==> src/rtl/logic_op_arbiter.sv <==
// Round-robin arbiter sharing one registered bitwise logic unit among N_REQ requesters.
// Define LOGIC_OP_ARB_STATS_EN to add per-requester saturating grant counters on stat_grants.
module logic_op_arbiter #(
    parameter int unsigned N_REQ = 4,
    parameter int unsigned WIDTH = 8,
    parameter int unsigned ID_W  = $clog2(N_REQ)
) (
    input  logic                   clk,
    input  logic                   rst,
    input  logic [N_REQ-1:0]       req_valid,
    output logic [N_REQ-1:0]       req_ready,
    input  logic [3*N_REQ-1:0]     req_op,
    input  logic [WIDTH*N_REQ-1:0] req_a,
    input  logic [WIDTH*N_REQ-1:0] req_b,
    output logic                   rsp_valid,
    input  logic                   rsp_ready,
    output logic [ID_W-1:0]        rsp_id,
    output logic [2:0]             rsp_op,
    output logic [WIDTH-1:0]       rsp_data
`ifdef LOGIC_OP_ARB_STATS_EN
    ,
    output logic [16*N_REQ-1:0]    stat_grants
`endif
);
    typedef enum logic {
        EMPTY = 1'b0,
        FULL  = 1'b1
    } state_t;

    state_t            state_q;
    logic [ID_W-1:0]   last_q;
    logic [ID_W-1:0]   rsp_id_q;
    logic [2:0]        rsp_op_q;
    logic [WIDTH-1:0]  rsp_data_q;

    logic              can_accept;
    logic              grant_any;
    logic              accept;
    logic [ID_W-1:0]   grant_id;
    logic [ID_W-1:0]   idx;
    logic [2:0]        op_d;
    logic [WIDTH-1:0]  a_sel;
    logic [WIDTH-1:0]  b_sel;
    logic [WIDTH-1:0]  data_d;

    // Round-robin search starting just after the last granted requester.
    always_comb begin
        grant_any = 1'b0;
        grant_id  = '0;
        idx       = '0;
        for (int unsigned k = 1; k <= N_REQ; k++) begin
            idx = ID_W'((32'(last_q) + k) % N_REQ);
            if (!grant_any && req_valid[idx]) begin
                grant_any = 1'b1;
                grant_id  = idx;
            end
        end
    end

    assign can_accept = !rst && ((state_q == EMPTY) || rsp_ready);
    assign accept     = can_accept && grant_any;
    assign req_ready  = accept ? (N_REQ'(1) << grant_id) : '0;

    assign op_d  = req_op[32'(grant_id)*3 +: 3];
    assign a_sel = req_a[32'(grant_id)*WIDTH +: WIDTH];
    assign b_sel = req_b[32'(grant_id)*WIDTH +: WIDTH];

    always_comb begin
        data_d = a_sel;
        case (op_d)
            3'd0:    data_d = a_sel & b_sel;
            3'd1:    data_d = a_sel | b_sel;
            3'd2:    data_d = ~(a_sel & b_sel);
            3'd3:    data_d = ~(a_sel | b_sel);
            3'd4:    data_d = a_sel ^ b_sel;
            3'd5:    data_d = ~(a_sel ^ b_sel);
            3'd6:    data_d = ~a_sel;
            default: data_d = a_sel;
        endcase
    end

`ifdef LOGIC_OP_ARB_STATS_EN
    logic [15:0] grants_q [N_REQ];

    for (genvar g = 0; g < N_REQ; g++) begin : g_stat
        assign stat_grants[g*16 +: 16] = grants_q[g];
    end
`endif

    // Result slot: a drain and a refill may happen on the same edge.
    always_ff @(posedge clk) begin
        if (rst) begin
            state_q    <= EMPTY;
            last_q     <= ID_W'(N_REQ - 1);
            rsp_id_q   <= '0;
            rsp_op_q   <= '0;
            rsp_data_q <= '0;
`ifdef LOGIC_OP_ARB_STATS_EN
            for (int unsigned i = 0; i < N_REQ; i++) grants_q[i] <= '0;
`endif
        end else begin
            if (accept) begin
                state_q    <= FULL;
                last_q     <= grant_id;
                rsp_id_q   <= grant_id;
                rsp_op_q   <= op_d;
                rsp_data_q <= data_d;
`ifdef LOGIC_OP_ARB_STATS_EN
                if (grants_q[grant_id] != 16'hFFFF)
                    grants_q[grant_id] <= grants_q[grant_id] + 16'd1;
`endif
            end else if ((state_q == FULL) && rsp_ready) begin
                state_q <= EMPTY;
            end
        end
    end

    assign rsp_valid = (state_q == FULL);
    assign rsp_id    = rsp_id_q;
    assign rsp_op    = rsp_op_q;
    assign rsp_data  = rsp_data_q;

endmodule

==> config.mk <==
export PLATFORM = sky130hd
export DESIGN_NAME = logic_op_arbiter
export DESIGN_NICKNAME = d
export VERILOG_FILES = /design/src/rtl/logic_op_arbiter.sv
export SDC_FILE = /design/constraint.sdc
export NUM_CORES = 1
export LEC_CHECK = 0
export ABC_AREA = 1
export ABC_CLOCK_PERIOD_IN_PS = 4100
export BUFFER_PORTS_ARGS = -buffer_cell sky130_fd_sc_hd__buf_2
export CELL_PAD_IN_SITES_DETAIL_PLACEMENT = 0
export CELL_PAD_IN_SITES_GLOBAL_PLACEMENT = 1
export CORE_MARGIN = 2
export CORE_UTILIZATION = 34
export CTS_BUF_LIST = sky130_fd_sc_hd__clkbuf_8 sky130_fd_sc_hd__clkbuf_16
export CTS_CLUSTER_SIZE = 30
export DETAILED_ROUTE_END_ITERATION = 16
export GPL_ROUTABILITY_DRIVEN = 0
export PLACE_DENSITY = 0.87
export SYNTH_ARGS = -nofsm -noshare
export SYNTH_HDL_FRONTEND = slang
export SYNTH_SLANG_ARGS = --single-unit
==> constraint.sdc <==
create_clock -name clk -period 4.1 [get_ports clk]
set_input_delay 0.205 -clock clk [delete_from_list [all_inputs] [get_ports clk]]
set_output_delay 0.205 -clock clk [all_outputs]
set_load 0.005 [all_outputs]
* Yosys cells after proc, flatten, opt, wreduce, memory -nomap -nowiden *
Cells that the tools add are included.

word-level totals
  RAM bits = 0
  output and inout port bits = 18
  ROM bits = 0
  memories kept = 0
  bits in latches = 0
  bits of input ports = 83
  register bits = 16

operators by class
  bitwise operators = 8
  reduce and logical (&&, ||, !) cells = 13
  $lt $le $gt $ge = 4
  div/mod/pow operators = 0
  mux-type cells = 20
  shifts and indexed selects = 4
  add/subtract/negate cells = 4
  eq/ne operators = 6
  $mul = 1

operator list
  kind                 count
  $shiftx 32x6->8      2
  $pmux 8 s7           1
  $not 8->8            4
  $lt 2x3->1 const B   4
  $shiftx 12x5->3      1
  $mux 1               10
  $eq 3x3->1 const B   3
  $and 8x8->8          1
  $bmux 1 s2           4
  $mux 2               4
  $or 8x8->8           1
  $xor 8x8->8          1
  $eq 3x2->1 const B   2
  $logic_and 1x1->1    6
  $add 2x1->2 const B  2
  $add 2x2->2 const B  2
  $logic_not 1->1      4
  $mul 2x2->4 const B  1
  $mux 4               1
  $shl 1x2->4 const A  1
  $eq 3x1->1 const B   1
  $logic_not 3->1      1
  $reduce_bool 2->1    1
  $logic_or 1x1->1     1
  $not 1->1            1

* Depth between registers and ports, before layout *
  depth after elaboration = 17
  gate-level depth with buffers = 26

* Least setup slack after synthesis *
Ideal clock, no wire load.

  kind = reg-to-reg
  start = reg last_q[0]
  end = reg rsp_data_q[7], in the netlist rsp_data[7]
  clock period less this slack = 2.604 ns
  data arrival time = 2.472 ns
  path slack = 1.496 ns
  stages on the path, launching flop included = 26
  required time = 3.968 ns
  path through = dfxtp_1 buf_6 inv_6 nand2_1 nand2_1 nand2_1 nand2_2 clkinv_1 nand2_1 nand2_4 nand3_2 buf_2 nor2_2 inv_1 o22ai_1 nor2_1 o21a_1 inv_1 ha_1 inv_1 nand3_1 nand2_1 nor2_1 nand2_1 nand2_1 a21oi_1

on the way
  longest elaborated chain between the ends = 17

ends and longest elaborated chain
  element                                  line  source
  start: declaration                       31    logic [ID_W-1:0] last_q;
  start signal: assignment                 94    last_q <= ID_W'(N_REQ - 1);
  start signal: assignment                 104   last_q <= grant_id;
  $add 2x1->2                              52    idx = ID_W'((32'(last_q) + k) % N_REQ);
  $bmux 1 s2                               53    if (!grant_any && req_valid[idx]) begin
  $mux 1 (implied by the code)             53
  $mux 1                                   53
  $logic_not 1->1                          53
  $logic_and 1x1->1                        53
  $mux 1                                   53
  $logic_not 1->1                          53
  $logic_and 1x1->1                        53
  $mux 1                                   53
  $logic_not 1->1                          53
  $logic_and 1x1->1                        53
  $mux 2                                   53
  $mul 2x2->4 (tied with other cells)      64    assign op_d = req_op[32'(grant_id)*3 +: 3];
  $shiftx 12x5->3 (tied with other cells)  64
  $eq 3x3->1 (tied with other cells)       70    case (op_d)
  $pmux 8 s7                               70
  end signal: assignment                   107   rsp_data_q <= data_d;
  end: declaration                         34    logic [WIDTH-1:0] rsp_data_q;

Parallel ways exist; a longest one is shown, timed or not. The select of a mux whose other input is x is not followed.
A chain may end at the register's enable or synchronous reset.

* Final worst setup path *
Ends and elaborated chain as after synthesis.

==> results.md <==
* Grt ovf at 0
* Worst Max-Slew Pin Slew at 0.711 ns
* Drt drc at 0
* Setup CP Type: reg2reg
* Final Skew at 0.00179 ns
* Hold buffer count at CTS at 0
* Synthesis-to-finish area growth at 24.7%
* Most frequent cell after synthesis: nand2_1
* Initial Util at 0.346
* Synthesized area at 0.00249 mm2
* Syn nets at 573
* Num Clock Sinks at 16
* Chip Width at 89.5 um
* WL final at 7.47 mm
* Ys flop type: dfxtp_1
* CP Capture Point: rsp_data[7]
* Crit share post-route at 0.866
* Clk Tree Root Cell: clkbuf_8
* Iteration-0 DRC Markers at 174
* CTS buffer count at 3
* Mapped Cells at 475
* Slew headroom at 0.524
* DRT Pass-1 Iters at 4
* Nets at 669
* Synth top area share at 0.303
* Endpoints failing hold at 0
* Via count at 3048
* Clock Tree Buf Depth at 2
* Antenna viol nets, final at 0
* Worst r2r dst: rsp_data[7]
* Wire per inst at 11.2 um
* Data arrival time of the worst path at 3.73 ns
* Global-route wire length before repair at 12.1 mm
* IO buf count at 100
* Core Util, Final at 0.432
* Fill count at 824
* Resize count post-CTS at 0
* Io pins at 101
* Largest cells by area after synthesis: nand2_1 (30%), dfxtp_1 (13%), inv_1 (10%)
* Max Cap Viol at 0
* Synth unique cells at 26
* Min-delay worst type: in2reg
* Yosys top cell by area: nand2_1
* Worst skew pair latency at 0.25 ns
* Initial antenna violation count at 0
* Fin Setup TNS at 0 ns
* EDFF count, synth at 0
* R2R cell count at 20
* Reg clk slew, reported paths at 0.06 ns
* Share of cells above drive strength 1 at 0.242
* Post-CTS Setup Bufs at 0
* HPWL after DPL at 6.15 mm
* Max Slew Vio Count at 0
* Diode count at 0
* Tot GR Track Use at 0.189
* Total core area at 0.00718 mm2
* Die H at 89.5 um
* CTS tree: yes
* FF-to-FF Start: last_q[0]
* FF-to-FF setup slack at 0.55 ns
* Vias per cell at 4.56
* Fmax at 0.281 GHz
* Commonest cells in the netlist: nand2_1 (201), inv_1 (66), nor2_1 (48), nand3_1 (27), dfxtp_1 (16)
* Number of global-route vias before repair at 2755
* Sequential share of the synthesized area at 0.129
* Setup crit start: last_q[0]
* Post-synth ARST share at 0
* Status: completed
* DIE AREA at 0.00801 mm2
* Worst Setup End Kind: flop
* Required time worst endpoint at 4.28 ns
* H-Tree Depth at 1
* Minimum clock period at 3.55 ns
* Startpoint types: flop
* Largest net degree at the start of global routing at 22
* Final Setup Violations at 0
* Number of synthesized register bits at 16
* Syn Area/Cell at 5.23 um2
* Yosys Warn Count at 0
* Largest fanout on the critical path at 20
* Core Rows at 31
* RSZ-0062 raised after global routing: false
[sequential cells by signal (all words and copies together) (netlist names)]
name,count
rsp_op,3
last_q,2
rsp_valid,1
rsp_data,8
rsp_id,2
[worst min-delay path by stage]
stage	cells past startpoint	slack, ns	from	to
4_1_cts	2	0.29	rst	rsp_data[1]
6_report	2	0.30	rst	rsp_data[1]
5_1_grt	2	0.31	rst	rsp_data[1]
3_3_place_gp	2	0.45	rsp_data[5]	rsp_data[5]
3_5_place_dp	2	0.46	rsp_data[5]	rsp_data[5]
2_1_floorplan	2	0.34	rst	last_q[1]
[cell families (layout without fill, tap and decap cells)]
| logic type | Yosys count | count (layout) | share of synthesized area |
|---|---|---|---|
| fa+ha+maj | 15 | 15 | 0.0755 |
| flops | 16 | 16 | 0.129 |
| simple gates | 309 | 309 | 0.530 |
| compound gates | 49 | 49 | 0.115 |
| buf+inv | 86 | 181 | 0.151 |
[metrics by stage]
stage	hold WS [ns]	setup WS (ns)	cell area, um2	cells
floorplan	0.337	1.50	2490	475
global placement	0.452	0.690	3040	665
detailed placement	0.456	0.566	3040	665
CTS	0.295	0.558	3100	669
global route	0.310	0.165	3100	669
finish	0.295	0.547	3100	669
[routing by layer]
| layer | track usage | part of all wire |
|---|---|---|
| met1 | 0.250 | 0.50 |
| met2 | 0.330 | 0.46 |
| met3 | 0.0129 | 0.040 |
| met4 | 0.0543 | 0.0078 |
| met5 | 0 | 0 |
[critical path: stages (launching register included)]
cell and delay [ns]:
dfxtp_1 0.62, nand2_1 0.11, nand2_1 0.12, nand2_1 0.09
nand2_2 0.08, clkinv_1 0.09, nand3_2 0.17, nand3_2 0.36
nand2_1 0.46, inv_1 0.16, nand2_1 0.09, nand2_1 0.05
nor2_1 0.29, ha_1 0.31, inv_1 0.06, nand3_1 0.07
nand2_1 0.09, nor2_1 0.05, nand2_1 0.05, nand2_1 0.06
a21oi_1 0.11
[cell usage in the layout, fill, tap and decap left out, types with 4 or more instances in the layout]
master / count
buf_2: 100
inv_2: 4
nor2_2: 5
inv_1: 66
ha_1: 15
a21oi_1: 10
o22ai_1: 7
nor2_1: 48
nand3_1: 27
o21ai_0: 15
clkbuf_8: 4
dfxtp_1: 16
o21a_1: 7
nand2_1: 201
buf_4: 4
a31oi_1: 8
nand4_1: 9
nand2_2: 10
[final cells by class]
type | instances | area, um2 | area share
multi-input combinational | 373 | 1790 | 0.578
timing repair buffer | 104 | 531 | 0.171
sequential | 16 | 320 | 0.103
inverter | 73 | 279 | 0.0900
tap | 99 | 124 | 0.0400
clock buffer | 4 | 55.1 | 0.0178
Power is left out: the tool's default activity adds up to more than one toggle a clock period on the data nets, which glitch-free logic cannot reach.
